===== src/rtl/cpuy_pkg.sv =====
// Shared cpuy definitions: cfg bit positions, interrupt source and controller state encodings,
// default vectors and a helper that resolves a source's effective enable.
package cpuy_pkg;

  localparam int CFG_GIE  = 7;
  localparam int CFG_EIE  = 6;
  localparam int CFG_T0IE = 5;
  localparam int CFG_T1IE = 4;

  localparam logic [11:0] EI_VECTOR_DEF = 12'h010;
  localparam logic [11:0] T0_VECTOR_DEF = 12'h020;
  localparam logic [11:0] T1_VECTOR_DEF = 12'h030;

  typedef enum logic [1:0] {
    SRC_NONE = 2'd0,
    SRC_EI   = 2'd1,
    SRC_T0   = 2'd2,
    SRC_T1   = 2'd3
  } irq_src_e;

  typedef enum logic [1:0] {
    ST_IDLE       = 2'd0,
    ST_REQUEST    = 2'd1,
    ST_IN_SERVICE = 2'd2
  } irq_state_e;

  // A source is usable only when both the global enable and its own enable are set.
  function automatic logic src_enabled(input logic [7:0] cfg, input irq_src_e src);
    logic en;
    en = 1'b0;
    unique case (src)
      SRC_EI:  en = cfg[CFG_EIE];
      SRC_T0:  en = cfg[CFG_T0IE];
      SRC_T1:  en = cfg[CFG_T1IE];
      default: en = 1'b0;
    endcase
    return cfg[CFG_GIE] & en;
  endfunction

endpackage


===== src/rtl/sync_edge.sv =====
// Multi-flop synchroniser for an asynchronous pin followed by a rising-edge detector.
// Latency: STAGES cycles to the synchronised level; the rise pulse is one cycle wide.
module sync_edge #(
  parameter int STAGES = 2
) (
  input  logic clk,
  input  logic rst,
  input  logic din,
  output logic rise
);

  logic [STAGES-1:0] sync_q;
  logic              prev_q;

  always_ff @(posedge clk or negedge rst) begin
    if (!rst) begin
      sync_q <= '0;
      prev_q <= 1'b0;
    end else begin
      sync_q <= {sync_q[STAGES-2:0], din};
      prev_q <= sync_q[STAGES-1];
    end
  end

  assign rise = sync_q[STAGES-1] & ~prev_q;

endmodule


===== src/rtl/irq_controller.sv =====
// Interrupt controller: latches EI/T0/T1 requests, applies cfg enables, fixed priority EI > T0 > T1,
// and offers one vector to the core via req/ack/eoi; pin-to-pending is SYNC_STAGES+1 cycles, req follows one cycle later.
module irq_controller
  import cpuy_pkg::*;
#(
  parameter int          SYNC_STAGES = 2,
  parameter logic [11:0] EI_VECTOR   = EI_VECTOR_DEF,
  parameter logic [11:0] T0_VECTOR   = T0_VECTOR_DEF,
  parameter logic [11:0] T1_VECTOR   = T1_VECTOR_DEF
) (
  input  logic        clk,
  input  logic        rst,
  input  logic        ext_int,
  input  logic        t0_done,
  input  logic        t1_done,
  input  logic [7:0]  cfg,
  input  logic        irq_ack,
  input  logic        irq_eoi,
  output logic        irq_req,
  output logic [11:0] irq_vector,
  output logic [1:0]  irq_src,
  output logic        t0_done_ack,
  output logic        t1_done_ack,
  output logic [2:0]  pending
);

  irq_state_e  state_q, state_nxt;
  irq_src_e    src_q, src_nxt;
  logic [11:0] vector_q, vector_nxt;
  logic [2:0]  pending_q;
  logic [2:0]  eligible;
  logic        t0_ack_nxt, t1_ack_nxt;
  logic        ei_rise, ei_clr;
  logic        t0_in_service, t1_in_service;
  logic        unused_cfg_low;

  assign unused_cfg_low = ^cfg[3:0];

  sync_edge #(
    .STAGES (SYNC_STAGES)
  ) u_ei_sync (
    .clk  (clk),
    .rst  (rst),
    .din  (ext_int),
    .rise (ei_rise)
  );

  assign eligible[0] = pending_q[0] & src_enabled(cfg, SRC_EI);
  assign eligible[1] = pending_q[1] & src_enabled(cfg, SRC_T0);
  assign eligible[2] = pending_q[2] & src_enabled(cfg, SRC_T1);

  assign t0_in_service = (state_q == ST_IN_SERVICE) && (src_q == SRC_T0);
  assign t1_in_service = (state_q == ST_IN_SERVICE) && (src_q == SRC_T1);

  always_comb begin
    state_nxt  = state_q;
    src_nxt    = src_q;
    vector_nxt = vector_q;
    t0_ack_nxt = 1'b0;
    t1_ack_nxt = 1'b0;
    ei_clr     = 1'b0;
    unique case (state_q)
      ST_IDLE: begin
        if (|eligible) begin
          state_nxt = ST_REQUEST;
          if (eligible[0]) begin
            src_nxt    = SRC_EI;
            vector_nxt = EI_VECTOR;
          end else if (eligible[1]) begin
            src_nxt    = SRC_T0;
            vector_nxt = T0_VECTOR;
          end else begin
            src_nxt    = SRC_T1;
            vector_nxt = T1_VECTOR;
          end
        end
      end
      ST_REQUEST: begin
        // An accept from the core takes precedence over a same-cycle enable drop.
        if (irq_ack) begin
          state_nxt = ST_IN_SERVICE;
          unique case (src_q)
            SRC_EI:  ei_clr     = 1'b1;
            SRC_T0:  t0_ack_nxt = 1'b1;
            SRC_T1:  t1_ack_nxt = 1'b1;
            default: ;
          endcase
        end else if (!src_enabled(cfg, src_q)) begin
          state_nxt  = ST_IDLE;
          src_nxt    = SRC_NONE;
          vector_nxt = '0;
        end
      end
      ST_IN_SERVICE: begin
        if (irq_eoi) begin
          state_nxt  = ST_IDLE;
          src_nxt    = SRC_NONE;
          vector_nxt = '0;
        end
      end
      default: begin
        state_nxt  = ST_IDLE;
        src_nxt    = SRC_NONE;
        vector_nxt = '0;
      end
    endcase
  end

  always_ff @(posedge clk or negedge rst) begin
    if (!rst) begin
      state_q     <= ST_IDLE;
      src_q       <= SRC_NONE;
      vector_q    <= '0;
      t0_done_ack <= 1'b0;
      t1_done_ack <= 1'b0;
    end else begin
      state_q     <= state_nxt;
      src_q       <= src_nxt;
      vector_q    <= vector_nxt;
      t0_done_ack <= t0_ack_nxt;
      t1_done_ack <= t1_ack_nxt;
    end
  end

  // Timer pending bits track the done level, but are blanked while the ack is in flight
  // or the source is being serviced so a slow-to-drop done line cannot re-request.
  always_ff @(posedge clk or negedge rst) begin
    if (!rst) begin
      pending_q <= '0;
    end else begin
      pending_q[0] <= ei_rise | (pending_q[0] & ~ei_clr);
      pending_q[1] <= t0_done & ~t0_done_ack & ~t0_in_service;
      pending_q[2] <= t1_done & ~t1_done_ack & ~t1_in_service;
    end
  end

  assign irq_req    = (state_q == ST_REQUEST);
  assign irq_src    = src_q;
  assign irq_vector = vector_q;
  assign pending    = pending_q;

endmodule


===== config.mk =====
export PLATFORM = sky130hd
export DESIGN_NAME = irq_controller
export DESIGN_NICKNAME = d
export VERILOG_FILES = /design/src/rtl/cpuy_pkg.sv /design/src/rtl/sync_edge.sv /design/src/rtl/irq_controller.sv
export SDC_FILE = /design/constraint.sdc
export NUM_CORES = 1
export LEC_CHECK = 0
export BUFFER_PORTS_ARGS = -buffer_cell sky130_fd_sc_hd__buf_2
export CAP_MARGIN = 10
export CORE_MARGIN = 2
export CORE_UTILIZATION = 42
export CTS_BUF_LIST = sky130_fd_sc_hd__clkbuf_4
export DETAILED_ROUTE_END_ITERATION = 8
export PLACE_DENSITY = 0.84
export SLEW_MARGIN = 20
export SYNTH_ARGS = -nofsm -noshare
export SYNTH_HDL_FRONTEND = slang
export SYNTH_SLANG_ARGS = --single-unit

===== constraint.sdc =====
create_clock -name clk -period 2 [get_ports clk]
set_clock_uncertainty 0.05 [all_clocks]
set_input_delay 0.2 -clock clk [delete_from_list [all_inputs] [get_ports clk]]
set_output_delay 0.2 -clock clk [all_outputs]
set_load 0.02 [all_outputs]

# --- Yosys cells after proc, flatten, opt, wreduce, memory -nomap -nowiden ---
# Index checks and enable logic that the tools add are counted.
word_totals:
  out_inout_bits: 20
  regBits: 24
  elab_cells: 73
  input_bits: 15
op_classes:
  reduce_logical: 6
  muxes: 29
  bitwise: 20
  eq_ne: 10
op_table:
  columns: ["op", "count"]
  rows:
  - ["12-bit two-way mux", 4]
  - ["12-bit one-hot mux with 3 select lines", 1]
  - ["2-bit two-way mux", 7]
  - ["1-bit AND", 13]
  - ["1-bit two-way mux", 12]
  - ["2-bit one-hot mux with 3 select lines", 2]
  - ["2-bit inequality test, second input constant", 4]
  - ["2-bit == test, second input constant", 3]
  - ["6-bit two-way mux", 1]
  - ["1-bit NOT", 6]
  - ["5-bit two-way mux", 1]
  - ["2-bit by 1-bit == test with 1-bit output, second input constant", 2]
  - ["4-bit AND reduction", 1]
  - ["3-bit inequality test, second input constant", 1]
  - ["1-bit one-hot mux with 3 select lines", 1]
  - ["3-bit AND reduction", 1]
  - ["3-bit OR reduction", 1]
  - ["1-bit logical AND", 2]
  - ["2-bit logical NOT", 1]
  - ["1-bit bitwise OR", 1]

# --- Logic depth before layout (Yosys ltp) ---
logic_depth:
  word_depth: 8
  depth_mapped: 4
  mapped_depth_nobuf: 4

# --- Hierarchy ---
# Synthesis repeated with hierarchy kept, for this count alone.
unflattened:
  hier_cells: 60
  hier_area_um2: 654.4
by_module_without_submodules:
  columns: ["module", "cells_per_inst", "instances", "area_per_inst_um2", "seq_area_each_um2"]
  rows:
  - ["irq_controller", 56, 1, 565.5, 225.2]
  - ["sync_edge", 4, 1, 88.8, 75.1]

# --- Least setup slack after synthesis ---
# OpenSTA, ideal clock, no wires.
synth_timing:
  path_type: "register -> register"
  startpoint: "register, netlist name irq_vector[5]"
  endpoint: "register vector_q[5] (netlist: irq_vector[5])"
  path_slack_ns: 0.400
  stages_incl_launch_ff: 5
  required_time_ns: 1.829
  synth_period_minus_slack_ns: 1.600
  arrival_time_ns: 1.429
  cell_sequence: "dfrtp_1 > mux2_4 > a311oi_2 > o21ai_1 > a22o_1"
synth_rtl:
  columns: ["item", "line_no", "text"]
  rows:
  - ["to (signal assigned)", "irq_controller.sv:119", "vector_q <= vector_nxt;"]
  - ["to (decl)", "irq_controller.sv:29", "logic [11:0] vector_q, vector_nxt;"]

==> out/results.md <==
### Floorplan
- 14 — num rows
- 1840 um2 — Die ar.
- 42.9 um — die extent in y
- 35 — I/O Pins
- 43.3% — starting density of the core
- 1470 um2 — Core ar.
- 42.9 um — die width

### Synthesis
- 47.2% — sequential-to-total area share from yosys stat
- 637 um2 — netlist area before placement
- 23 — Cell variety after synth
- 0 — count of synthesis-stage warnings from yosys
- sky130_fd_sc_hd__dfrtp_1 (47%), sky130_fd_sc_hd__buf_4 (14%), sky130_fd_sc_hd__nand2_1 (2.9%) — cells taking the most area after synthesis
- sky130_fd_sc_hd__dfrtp_1 — cell accounting for the most synthesized area
- 12 — synthesized flop and latch total
- 10.3 um2 — Mapped Avg Cell Area
- 47.2% — post-synth top area share
- 62 — Mapped Cells

### STA
- 0 ns — Total Negative Setup Slacks
- 0 — final hold violation count
- 0.0759 ns — final-layout worst hold slack
- 0 — final count of negative-setup-slack endpoints
- 80.7% — period utilisation layout
- 1.61 ns — post-layout minimum cycle time
- false — RSZ-0062 raised after global routing
- 0 — number of slew-limit violations in the final report
- 619 MHz — Max Clk Rate

### Critical path
- 9 — critical path peak fanout
- irq_vector[5]$_DFFE_PN0P_ — worst setup path end
- flop to flop — critical path type
- sky130_fd_sc_hd__dfrtp_1 — critical-path cell with the highest stage delay
- irq_vector[5]$_DFFE_PN0P_ — startpoint of the worst register-to-register path
- irq_vector[5]$_DFFE_PN0P_ — start point of the critical path
- 1.73 ns — worst path arrival time
- mux2_4, a311oi_2, o21ai_1, a22o_1 — sequence of cells on the critical path
- 0.39 ns — reg-to-reg slack, setup
- 4 — depth of the worst register-to-register path
- flop — Worst Setup End Kind
- irq_vector[5]$_DFFE_PN0P_ — capture instance of the worst register-to-register path
- flop — type of origin of the critical path
- 0.51 ns — highest cell delay on the worst timing path
- 2.11 ns — required time at the endpoint of the critical path

### Finish
- 50.5% — post-layout utilization of the core
- 100 — non-filler cells, final
- 16.7% — synthesis-to-layout area growth
- 269 um2 — footprint of the multi-input gates
- 300 um2 — sequential cell area
- 145 — number of fillers in the final layout
- 101 — net count reported at finish
- 31.0% — share of layout cells above drive strength 1
- 0 — number of antenna diodes

### GRT
- 0 — gr ovfl total
- 2.01 mm — wire length of the first global-routing pass
- 15.2% — total routing resource utilization after global routing
- 453 — via count of the first global-routing pass
- 13 — largest net degree at the start of global routing
- 0 — number of antenna violations at the first check in global routing

### Detailed routing
- 4 — length of the first detailed-routing pass in iterations
- 5.11 — vias per cell
- 0 — drt drc
- 0 — number of antenna-violating nets in the routed design
- 511 — count of vias placed by the detailed router
- 1.26 mm — wire length after detailed routing
- 21 — drt first-iter violations
- 12.6 um — mean routed wirelength per cell

### Clock tree
- 0.08 ns — clock edge transition at the registers on the reported setup and hold paths
- 0 — setup repair bufs after CTS
- 12 — number of sinks driven by the clock tree
- 3 — number of buffers added by the clock tree synthesis step
- 1 — deepest level of the CTS H-tree
- 0.27 ns — clock latency at the later pin of the worst-skew pair
- 2 — Clock Path Buffers
- built — TritonCTS clock tree
- sky130_fd_sc_hd__clkbuf_4 — CTS root buffer

### Place
- 0.858 — Placer Congestion
- 95 — total placed cells including tap cells
- 910 um — post-detail-place hpwl
- 20 — count of input and output buffers

### Power and ir drop
- 0.394 nW — Leak Pwr
- 566 uV — maximum ir drop on the vdd rail
- 1250 nW/um2 — total power density per cell area

### Run status
- finished, final reports clean — run status

### Flow run
- 0 — # Max-Cap Violations

### Hold path
- input port to flop — classification of the worst-slack hold path

## synth_stat cells
| cell | count |
|---|---|
| sky130_fd_sc_hd__nor2b_1 | 3 |
| sky130_fd_sc_hd__and4b_1 | 1 |
| sky130_fd_sc_hd__nand4_1 | 1 |
| sky130_fd_sc_hd__a22oi_1 | 1 |
| sky130_fd_sc_hd__conb_1 | 1 |
| sky130_fd_sc_hd__a311oi_1 | 1 |
| sky130_fd_sc_hd__dfrtp_1 | 12 |
| sky130_fd_sc_hd__nand2b_1 | 3 |
| sky130_fd_sc_hd__buf_4 | 12 |
| sky130_fd_sc_hd__inv_1 | 3 |
| sky130_fd_sc_hd__or3_1 | 2 |
| sky130_fd_sc_hd__or3b_1 | 1 |
| sky130_fd_sc_hd__a32o_1 | 1 |
| sky130_fd_sc_hd__a22o_1 | 2 |
| sky130_fd_sc_hd__and3_1 | 2 |
| sky130_fd_sc_hd__mux2_4 | 1 |
| sky130_fd_sc_hd__nand2_1 | 5 |
| sky130_fd_sc_hd__nor2_1 | 2 |
| sky130_fd_sc_hd__o211a_2 | 1 |
| sky130_fd_sc_hd__a211o_1 | 1 |
| sky130_fd_sc_hd__a311oi_2 | 1 |
| sky130_fd_sc_hd__a21oi_1 | 2 |
| sky130_fd_sc_hd__o21ai_1 | 3 |
## metrics by stage
step,total power [mW],worst slack (ns),cell area [um2]
after floorplan,0.689,0.400,671
after global placement,0.768,0.437,701
after detailed placement,0.777,0.412,701
after CTS,0.931,0.397,743
after global routing,0.995,0.318,743
final,0.931,0.385,743
## routing by layer
layer | GRT usage [%] | up-vias | routed length [um]
li1 | - | 238 | -
met1 | 19.4 | 245 | 599
met2 | 21.2 | 26 | 534
met3 | 6.38 | 2 | 115
met4 | 9.09 | 0 | 8
met5 | 0 | - | 0
## worst min path at each step
stage | start | end | slack [ns] | cells past startpoint
floorplan | rst | irq_vector[4]$_DFFE_PN0P_ | -0.15 | 0
global placement | rst | state_q[0]$_DFFE_PN0P_ | 0.04 | 1
detailed placement | rst | state_q[1]$_DFFE_PN0P_ | 0.05 | 1
CTS | t1_done | pending[2]$_DFF_PN0_ | 0.08 | 3
global route | t1_done | pending[2]$_DFF_PN0_ | 0.08 | 3
finish | t1_done | pending[2]$_DFF_PN0_ | 0.08 | 3
## cell type report
class | instances | share of cell area (%)
timing repair buffer | 22 | 16.2
inverter | 3 | 1.52
clock buffer | 3 | 3.03
tap | 16 | 2.69
multi-input combinational | 44 | 36.2
sequential | 12 | 40.4
## sequential cells by signal, summed over array words and instances (netlist names)
signal            cells
irq_vector            2
pending               3
state_q               2
t0_done_ack           1
t1_done_ack           1
u_ei_sync.prev_q      1
u_ei_sync.sync_q      2
## critical path, delay by kind of cell, from the launching register on
family	cells	cell delay (ns)
muxes	1	0.34
DFF	1	0.51
AOI/OAI and AO/OA	3	0.60
## what timing repair did
item                                    4_1_cts  5_1_grt
endpoints found under the setup margin        0        0
hold buffers                                  2        0
hold endpoints to repair                     13        0
gates resized for setup                       0        0
## cell families after synthesis
group | count (synthesis) | share of synthesized area (%)
other | 1 | 0.589
AO/OA/AOI/OAI | 13 | 16.1
multiplexers | 1 | 2.36
flip-flops | 12 | 47.2
buffers and inverters | 15 | 15.9
AND/OR/NAND/NOR | 20 | 17.9
## cells in the final DEF, fill, tap and decap left out, types with 2 or more instances in the layout
| cell type | count |
|---|---|
| sky130_fd_sc_hd__inv_1 | 3 |
| sky130_fd_sc_hd__and3_1 | 2 |
| sky130_fd_sc_hd__nand2b_1 | 3 |
| sky130_fd_sc_hd__or3_1 | 2 |
| sky130_fd_sc_hd__a22o_1 | 2 |
| sky130_fd_sc_hd__clkbuf_4 | 3 |
| sky130_fd_sc_hd__dlygate4sd3_1 | 2 |
| sky130_fd_sc_hd__nor2b_1 | 3 |
| sky130_fd_sc_hd__nor2_1 | 2 |
| sky130_fd_sc_hd__dfrtp_1 | 12 |
| sky130_fd_sc_hd__o21ai_1 | 3 |
| sky130_fd_sc_hd__nand2_1 | 5 |
| sky130_fd_sc_hd__a21oi_1 | 2 |
| sky130_fd_sc_hd__buf_2 | 20 |
| sky130_fd_sc_hd__conb_1 | 10 |
## power by group
group	total (mW)	leakage (nW)	switching (mW)	internal, mW
Clock	0.150	0.0138	0.0805	0.0698
Sequential	0.391	0.147	0.0942	0.297
Combinational	0.389	0.233	0.225	0.165
Total	0.931	0.394	0.399	0.531
No activity file was read; power rests on OpenSTA's default activity.
